==> src/rtl/data_sram_bridge.sv <==
// Bridges the M-stage single-cycle data port onto a split req/addr_ok + data_ok sram-like bus.
// Latency: zero-wait slave gives mem_stall high for 2 cycles and load data on mem_rdata in cycle 3.
// Backpressure: slave delays via addr_ok/data_ok; mem_stall freezes F..M until the response lands.
module data_sram_bridge #(
    parameter int AW = 32,
    parameter int DW = 32
) (
    input  logic            clk,
    input  logic            rst,
    // M-stage side
    input  logic            mem_en,
    input  logic [DW/8-1:0] mem_wen,
    input  logic [1:0]      mem_size,
    input  logic [AW-1:0]   mem_addr,
    input  logic [DW-1:0]   mem_wdata,
    input  logic            core_stall,
    input  logic            flush,
    output logic [DW-1:0]   mem_rdata,
    output logic            mem_stall,
    // sram-like bus side
    output logic            data_req,
    output logic            data_wr,
    output logic [1:0]      data_size,
    output logic [AW-1:0]   data_addr,
    output logic [DW-1:0]   data_wdata,
    input  logic            data_addr_ok,
    input  logic            data_data_ok,
    input  logic [DW-1:0]   data_rdata
);

    localparam logic [1:0] IDLE = 2'd0;
    localparam logic [1:0] ADDR = 2'd1;
    localparam logic [1:0] DATA = 2'd2;
    localparam logic [1:0] DONE = 2'd3;

    // Everything the bus needs for one access, captured once at issue so the
    // bus never sees the M-stage inputs change underneath a pending request.
    typedef struct packed {
        logic            wr;
        logic [1:0]      size;
        logic [AW-1:0]   addr;
        logic [DW-1:0]   wdata;
    } req_t;

    logic [1:0]    state;
    logic [1:0]    state_nxt;
    req_t          req_q;
    logic          aborted;
    logic [DW-1:0] rdata_r;

    logic          issue;
    logic          abort_now;
    logic          resp_ok;

    // A new access starts only from IDLE; a flushed instruction never reaches the bus.
    assign issue = (state == IDLE) && mem_en && !flush;

    // A flush seen in the same cycle as the response counts as an abort too,
    // otherwise the cancelled load could still land in rdata_r.
    assign abort_now = aborted || flush;

    // Response for the single outstanding access. In ADDR the response only
    // counts together with addr_ok; data_ok in IDLE/DONE is ignored entirely.
    assign resp_ok = ((state == ADDR) && data_addr_ok && data_data_ok) ||
                     ((state == DATA) && data_data_ok);

    // Next-state selection; a completed but aborted access skips DONE so the
    // M stage never sees it as finished.
    always_comb begin
        state_nxt = state;
        case (state)
            IDLE: begin
                if (issue) begin
                    state_nxt = ADDR;
                end
            end
            ADDR: begin
                if (data_addr_ok && data_data_ok) begin
                    state_nxt = abort_now ? IDLE : DONE;
                end else if (data_addr_ok) begin
                    state_nxt = DATA;
                end
            end
            DATA: begin
                if (data_data_ok) begin
                    state_nxt = abort_now ? IDLE : DONE;
                end
            end
            DONE: begin
                if (!core_stall) begin
                    state_nxt = IDLE;
                end
            end
            default: state_nxt = IDLE;
        endcase
    end

    // State register; reset abandons any outstanding access since the slave resets with us.
    always_ff @(posedge clk or negedge rst) begin
        if (!rst) begin
            state <= IDLE;
        end else begin
            state <= state_nxt;
        end
    end

    // Request registers, loaded only on issue so they stay constant through ADDR and DATA.
    always_ff @(posedge clk or negedge rst) begin
        if (!rst) begin
            req_q <= '0;
        end else if (issue) begin
            req_q.wr    <= |mem_wen;
            req_q.size  <= mem_size;
            req_q.addr  <= mem_addr;
            req_q.wdata <= mem_wdata;
        end
    end

    // Sticky abort: a request already on the bus cannot be withdrawn, so remember
    // the flush until the access drains and we are back in IDLE.
    always_ff @(posedge clk or negedge rst) begin
        if (!rst) begin
            aborted <= 1'b0;
        end else if (state_nxt == IDLE) begin
            aborted <= 1'b0;
        end else if (((state == ADDR) || (state == DATA)) && flush) begin
            aborted <= 1'b1;
        end
    end

    // Load result register; stores and aborted loads leave the previous value in place.
    always_ff @(posedge clk or negedge rst) begin
        if (!rst) begin
            rdata_r <= '0;
        end else if (resp_ok && !req_q.wr && !abort_now) begin
            rdata_r <= data_rdata;
        end
    end

    assign mem_rdata  = rdata_r;

    // DONE releases the pipeline; IDLE only stalls on the cycle it issues.
    assign mem_stall  = issue || (state == ADDR) || (state == DATA);

    // Bus side comes purely from registers: req from the state, the rest from req_q.
    assign data_req   = (state == ADDR);
    assign data_wr    = req_q.wr;
    assign data_size  = req_q.size;
    assign data_addr  = req_q.addr;
    assign data_wdata = req_q.wdata;

endmodule

==> config.mk <==
export PLATFORM = sky130hd
export DESIGN_NAME = data_sram_bridge
export DESIGN_NICKNAME = d
export VERILOG_FILES = /design/src/rtl/data_sram_bridge.sv
export SDC_FILE = /design/constraint.sdc
export NUM_CORES = 1
export LEC_CHECK = 0
export ABC_AREA = 1
export BUFFER_PORTS_ARGS = -buffer_cell sky130_fd_sc_hd__buf_4
export CAP_MARGIN = 25
export CORE_AREA = 4 4 101 103
export DETAILED_ROUTE_END_ITERATION = 10
export DIE_AREA = 0 0 105 107
export PLACE_DENSITY = 0.86
export SYNTH_ARGS = -nofsm -noshare
export SYNTH_HDL_FRONTEND = slang
export SYNTH_SLANG_ARGS = --single-unit
==> constraint.sdc <==
create_clock -name clk -period 1.9 [get_ports clk]
set_input_delay 0.095 -clock clk [delete_from_list [all_inputs] [get_ports clk]]
set_output_delay 0.095 -clock clk [all_outputs]
set_load 0.005 [all_outputs]
==> results of run 1 <==
==> where the power goes <==
| part | internal [uW] | leakage [uW] | switching (uW) | total [uW] |
|---|---|---|---|---|
| Sequential | 3270 | 0.00128 | 765 | 4030 |
| Combinational | 2250 | 0.00256 | 1940 | 4190 |
| Clock | 915 | 0.000120 | 722 | 1640 |
| Total | 6440 | 0.00396 | 3430 | 9860 |
==> worst register-to-register path: stages, from the launching register on <==
cell	delay [ns]
dfrtp_2	0.46
inv_1	0.11
ha_1	0.22
a21oi_1	0.09
or3_4	0.39
buf_12	0.19
nand2_1	0.13
o21ai_2	0.08
==> repair_timing <==
item                                    CTS  global route
endpoints found under the setup margin    0            74
resized for setup                         0             5
hold buffers                            100             0
endpoints found under the hold margin   198             0
==> stage by stage <==
stage | hold slack [ns] | util [%] | setup slack, ns | instances | power [uW]
after global routing | 0.0173 | 78.0 | 0.00610 | 894 | 10600
final | 0.0288 | 78.0 | 0.137 | 894 | 9860
after global placement | 0.194 | 63.9 | 0.164 | 776 | 7610
after floorplan | -0.201 | - | 0.309 | 471 | 5390
after CTS | 0.00878 | 77.5 | 0.0429 | 892 | 9600
after detailed placement | 0.210 | 63.9 | 0.0524 | 776 | 7780
==> synth_stat cells <==
cell type	instances	area, um^2
inv_1	41	154
ha_1	4	50.1
nand3_1	5	25.0
nand2_1	243	912
nor2_2	1	6.26
dfrtp_1	102	2550
buf_6	7	78.8
a21oi_1	2	10.0
or3_1	1	6.26
o21ai_2	32	280
o41ai_1	1	8.76
buf_2	6	30.0
nor3_1	1	5.00
nor2_1	13	48.8
o21ai_0	1	5.00
nand2_2	1	6.26
buf_1	1	3.75
clkbuf_1	7	26.3
inv_2	2	7.51
==> per-layer routing <==
metal	up-vias	wire, um	share of wire (%)
met5	-	0	0
met4	0	361	2.3
met3	34	1860	12
met2	291	7710	50
met1	2074	5510	36
li1	2023	-	-
==> flip-flops by register name (all words and copies together), names as in the netlist <==
| name | flops |
|---|---|
| data_addr | 32 |
| data_wdata | 32 |
| mem_rdata | 32 |
| data_size | 2 |
| state | 2 |
| aborted | 1 |
| data_wr | 1 |
==> logic make-up after synthesis <==
group,count (synthesis),synth area share [%]
fa+ha+maj,4,1.19
simple gates,265,23.9
buf+inv,64,7.12
compound gates,36,7.21
flops,102,60.5
==> cells in the final DEF, fill, tap and decap left out <==
| master | netlist | final |
|---|---|---|
| clkbuf_1 | 7 | 1 |
| buf_4 | 0 | 211 |
| nand2_2 | 1 | 1 |
| ha_1 | 4 | 3 |
| inv_1 | 41 | 40 |
| buf_6 | 7 | 2 |
| dfrtp_2 | 0 | 1 |
| nor2_1 | 13 | 13 |
| inv_2 | 2 | 3 |
| clkbuf_8 | 0 | 10 |
| nand3_1 | 5 | 5 |
| clkinvlp_4 | 0 | 1 |
| clkbuf_16 | 0 | 1 |
| buf_12 | 0 | 3 |
| or3_4 | 0 | 1 |
| o21ai_0 | 1 | 1 |
| nor3_1 | 1 | 1 |
| a21oi_1 | 2 | 2 |
| bufinv_16 | 0 | 3 |
| o41ai_1 | 1 | 1 |
| nor2_4 | 0 | 1 |
| clkinv_4 | 0 | 1 |
| ha_2 | 0 | 1 |
| nand2_1 | 243 | 243 |
| dlygate4sd3_1 | 0 | 100 |
| dfrtp_1 | 102 | 101 |
| o21ai_2 | 32 | 32 |
==> cell type report <==
| cell class | count | area (um^2) | share of cell area, % |
|---|---|---|---|
| clock buffers | 11 | 141 | 1.97 |
| clock inverters | 5 | 106 | 1.48 |
| inverters | 43 | 161 | 2.25 |
| multi-input cells | 305 | 1380 | 19.2 |
| flip-flops and latches | 102 | 2550 | 35.6 |
| well taps | 111 | 139 | 1.94 |
| repair buffers | 317 | 2690 | 37.6 |
==> path summary, 6_finish.rpt <==
check	cells after the start	end	slack (ns)	from
setup / recovery	7	mem_rdata[21]	0.14	state[1]
min in group asynchronous	3	data_addr[18]	0.35	rst
hold / removal	3	mem_rdata[5]	0.03	data_rdata[5]
max in group asynchronous	3	state[1]	1.15	rst
hold reg to reg	2	data_wdata[7]	0.48	data_wdata[7]
setup reg to reg	7	mem_rdata[21]	0.14	state[1]
==> summary.txt, run 1 <==
Run status
  – Status: finished clean

Route
  – DR vias: 4422
  – Vias per inst: 4.95
  – Drt total wl: 15.4 mm
  – Post-route ant nets: 0
  – DR pass1 iterations: 5
  – DRT iter0 DRCs: 271
  – Drt wl/cell: 17.3 um
  – DRC Markers: 0

Worst hold path
  – Worst hold path type: in2reg

Die
  – Die Wd: 105 um
  – Full die area: 11200 um^2
  – Die height: 107 um
  – Core area: 9200 um^2
  – Initial Utilization: 45.9%
  – # IOs: 210
  – Core Rows: 35

Timing
  – Final setup vio count: 0
  – Hold violation count in the final report: 0
  – Max Fclk: 567 MHz
  – RSZ-0062 raised after global routing: false
  – Worst Skew: 0.0163 ns
  – Post-route clock period utilization: 92.8%
  – Count of final max-slew check failures: 0
  – Post-layout minimum cycle time: 1.76 ns
  – Slew margin rel.: 65.1%
  – Final setup TNS: 0 ns
  – Slew @ Worst Pin: 0.524 ns

Layout
  – Design area: 7170 um^2
  – ANT cells: 0
  – Fillers: 516
  – Layout cells sized above 1: 34.7%
  – Fin nets: 891
  – P&R area growth vs syn: 70.1%

Critical path
  – Delay-heaviest family, CP: simple AND/OR/NAND/NOR gates
  – Slowest stage delay, CP: 0.46 ns
  – WS Path Type: reg2reg
  – Startpoint types: flop
  – Critical path peak fanout: 32
  – CP Buf/Inv Count: 2
  – Critical Path End Type: flop
  – Critical-path cell list: inv_1, ha_1, a21oi_1, or3_4, buf_12, nand2_1, o21ai_2
  – Worst EP arrival: 2.01 ns
  – Crit path required time: 2.14 ns
  – Worst path slowest cell: dfrtp_2

Synth
  – Yosys Warn Count: 0
  – Post-Syn Instances: 471
  – Sequential share of the synthesized area: 60.5%
  – Avg Cell Area, Syn: 8.95 um^2
  – Syn Std Cell Area: 4220 um^2
  – Seq cells post-synth: 102
  – Syn Nets: 584
  – Unique cell type count in the Yosys netlist: 19

GRT
  – GRT Total Usage: 27.8%
  – Met1 usage: 31.6%
  – Vias in the first global route: 4758
  – Global route hottest layer: met2
  – Total gr overflow: 0
  – GR Util met2: 48.2%
  – Met3 Use GR: 10.5%
  – Initial antenna violation count: 0
  – Global-route wire length before repair: 24.6 mm
  – Largest net degree at the start of global routing: 103

Run
  – Max-cap check violation count: 0

Clock network
  – Setup Buffers After CTS: 0
  – Clock Sinks: 102
  – Clock-pin slew on the worst setup and hold paths: 0.10 ns
  – Clk root buf: clkbuf_8
  – H-Tree Depth: 3
  – Cts bufs inserted: 9
  – Clk_lat worst skew: 0.35 ns
  – CTS tree: done
  – Max Root-Sink Buffers: 2

Power and ir drop
  – Ratio of total power to cell area: 1380 nW/um^2
  – P_leak: 0.00396 uW
  – IR drop worst, VDD: 0.887 mV

Place
  – HPWL Detailed: 8.18 mm
  – Routability cong.: 0.782
  – # port buffers: 209
  – Placed Area: 5870 um^2
Power figures use the tool's default switching activity.
==> run 2, diff against run 1 <==
--- a/config.mk
+++ b/config.mk
@@ -8,10 +8,11 @@
 export ABC_AREA = 1
 export BUFFER_PORTS_ARGS = -buffer_cell sky130_fd_sc_hd__buf_4
 export CAP_MARGIN = 25
-export CORE_AREA = 4 4 101 103
+export CORE_AREA = 4 4 100 102
+export CTS_BUF_LIST = sky130_fd_sc_hd__clkbuf_2
 export DETAILED_ROUTE_END_ITERATION = 10
-export DIE_AREA = 0 0 105 107
-export PLACE_DENSITY = 0.86
+export DIE_AREA = 0 0 104 106
+export PLACE_DENSITY = 0.88
 export SYNTH_ARGS = -nofsm -noshare
 export SYNTH_HDL_FRONTEND = slang
 export SYNTH_SLANG_ARGS = --single-unit
==> run 2 against run 1 <==
Against the previous run: wire length increased by 4.7%; global-route usage increased by 1.0 points; combinational power increased by 7.9%; largest cell class unchanged.
==> summary.txt, run 2 (synthesis gave the netlist of run 1 again) <==
Clock network
  – Clock Sinks: 102
  – Cts bufs inserted: 9
  – CTS tree: done
  – Clk root buf: clkbuf_2
  – Max Root-Sink Buffers: 2
  – Clock-pin slew on the worst setup and hold paths: 0.26 ns
  – Clk_lat worst skew: 0.50 ns
  – H-Tree Depth: 3

Timing
  – Count of final max-slew check failures: 0
  – Final setup vio count: 0
  – Post-layout minimum cycle time: 1.80 ns
  – Post-route clock period utilization: 94.9%
  – RSZ-0062 raised after global routing: true
  – Slew @ Worst Pin: 0.602 ns
  – Max Fclk: 554 MHz
  – Slew margin rel.: 59.7%
  – Hold violation count in the final report: 0
  – Worst Skew: 0.0317 ns

Worst hold path
  – Worst hold path type: in2async

GRT
  – Largest net degree at the start of global routing: 65
  – Global route hottest layer: met2
  – Initial antenna violation count: 1
  – GR Util met2: 50.5%
  – GRT Total Usage: 28.8%
  – Global-route wire length before repair: 25.2 mm
  – Total gr overflow: 0
  – Met1 usage: 31.2%
  – Vias in the first global route: 5021
  – Met3 Use GR: 8.74%

Die
  – Die height: 106 um
  – # IOs: 210
  – Core Rows: 35
  – Full die area: 11000 um^2
  – Die Wd: 104 um
  – Initial Utilization: 46.3%
  – Core area: 9110 um^2

Power and ir drop
  – P_leak: 0.00404 uW
  – IR drop worst, VDD: 0.675 mV
  – Ratio of total power to cell area: 1310 nW/um^2
  – Power Total: 9500 uW

Layout
  – Fin nets: 913
  – Commonest cells after routing, fill and taps aside: 242 x nand2_1, 224 x buf_4, 108 x dlygate4sd3_1, 101 x dfrtp_1, 39 x inv_1
  – P&R area growth vs syn: 72.6%
  – Commonest non-fill, non-tap cell in the layout: nand2_1
  – Design area: 7280 um^2
  – Layout cells sized above 1: 35.9%
  – Final Core Density: 79.9%

Place
  – HPWL Detailed: 8.60 mm
  – Routability cong.: 0.821
  – Placed Area: 5880 um^2
  – # port buffers: 209

Critical path
  – WS Path Type: reg2reg
  – Critical path peak fanout: 32
  – Worst EP arrival: 2.21 ns
  – Startpoint types: flop
  – Crit path required time: 2.31 ns
  – Critical Path End Type: flop

Route
  – Post-route ant nets: 0
  – Drt wl/cell: 17.6 um
  – Drt total wl: 16.2 mm
  – DRT iter0 DRCs: 283
  – Vias per inst: 5.06
  – DRC Markers: 0
  – DR vias: 4638
  – DR pass1 iterations: 5

Run status
  – Status: finished clean

Run
  – Max-cap check violation count: 0
run 2: path summary, 6_finish.rpt:
| check | startpoint | to | cells after the start | slack [ns] |
|---|---|---|---|---|
| max reg2reg | state[1] | mem_rdata[0] | 8 | 0.1 |
| min in group clk | mem_en | state[0] | 6 | 0.22 |
| min reg2reg | data_addr[11] | data_addr[11] | 2 | 0.51 |
| max | state[1] | mem_rdata[0] | 8 | 0.1 |
| max in group asynchronous | rst | data_addr[18] | 3 | 0.78 |
| min | rst | data_addr[30] | 3 | 0.11 |
run 2: power by group:
group | total [uW] | leakage, uW | switching, uW | internal (uW)
combinational | 4520 | 0.00269 | 2090 | 2440
sequential | 3990 | 0.00128 | 736 | 3250
clock | 987 | 0.0000644 | 683 | 304
run 2: stage by stage:
stage / setup slack, ns / instances / TNS [ns] / hold WS (ns)
4_1_cts: 0.0210 / 913 / 0 / 0.0288
2_1_floorplan: 0.309 / 471 / 0 / -0.201
6_report: 0.0965 / 917 / 0 / 0.108
3_5_place_dp: 0.0703 / 779 / 0 / -0.0346
3_3_place_gp: 0.167 / 779 / 0 / -0.0358
5_1_grt: -0.0503 / 916 / -0.0503 / 0.0675
run 2: worst max-delay path, stage by stage (launching register included):
cell and delay [ns]:
dfrtp_2 0.47, inv_2 0.07, buf_4 0.10, ha_1 0.20, a21oi_1 0.10, or3_4 0.38
buf_12 0.19, nand2_1 0.11, o21ai_2 0.08
run 2: repair_timing:
item                                    CTS  global route
endpoints found under the setup margin    1            34
setup buffers                             9             2
pin swaps                                 2             3
hold buffers                            109             0
gates resized for setup                  10             6
gates cloned                              1             1
endpoints found under the hold margin   204             0
run 2: routing by layer:
layer,up-vias,share of wire [%]
li1,2067,-
met1,2159,35
met2,331,50
met3,81,9.5
met4,0,5.2
met5,-,0
run 2: cell type report:
type / count / area [um^2]
fill: 485 / 1830
tap: 111 / 139
clock inverter: 5 / 58.8
multi-input combinational: 305 / 1410
clock buffer: 10 / 50.0
timing repair buffer: 339 / 2900
antenna: 2 / 5.00
sequential: 102 / 2550
inverter: 43 / 164
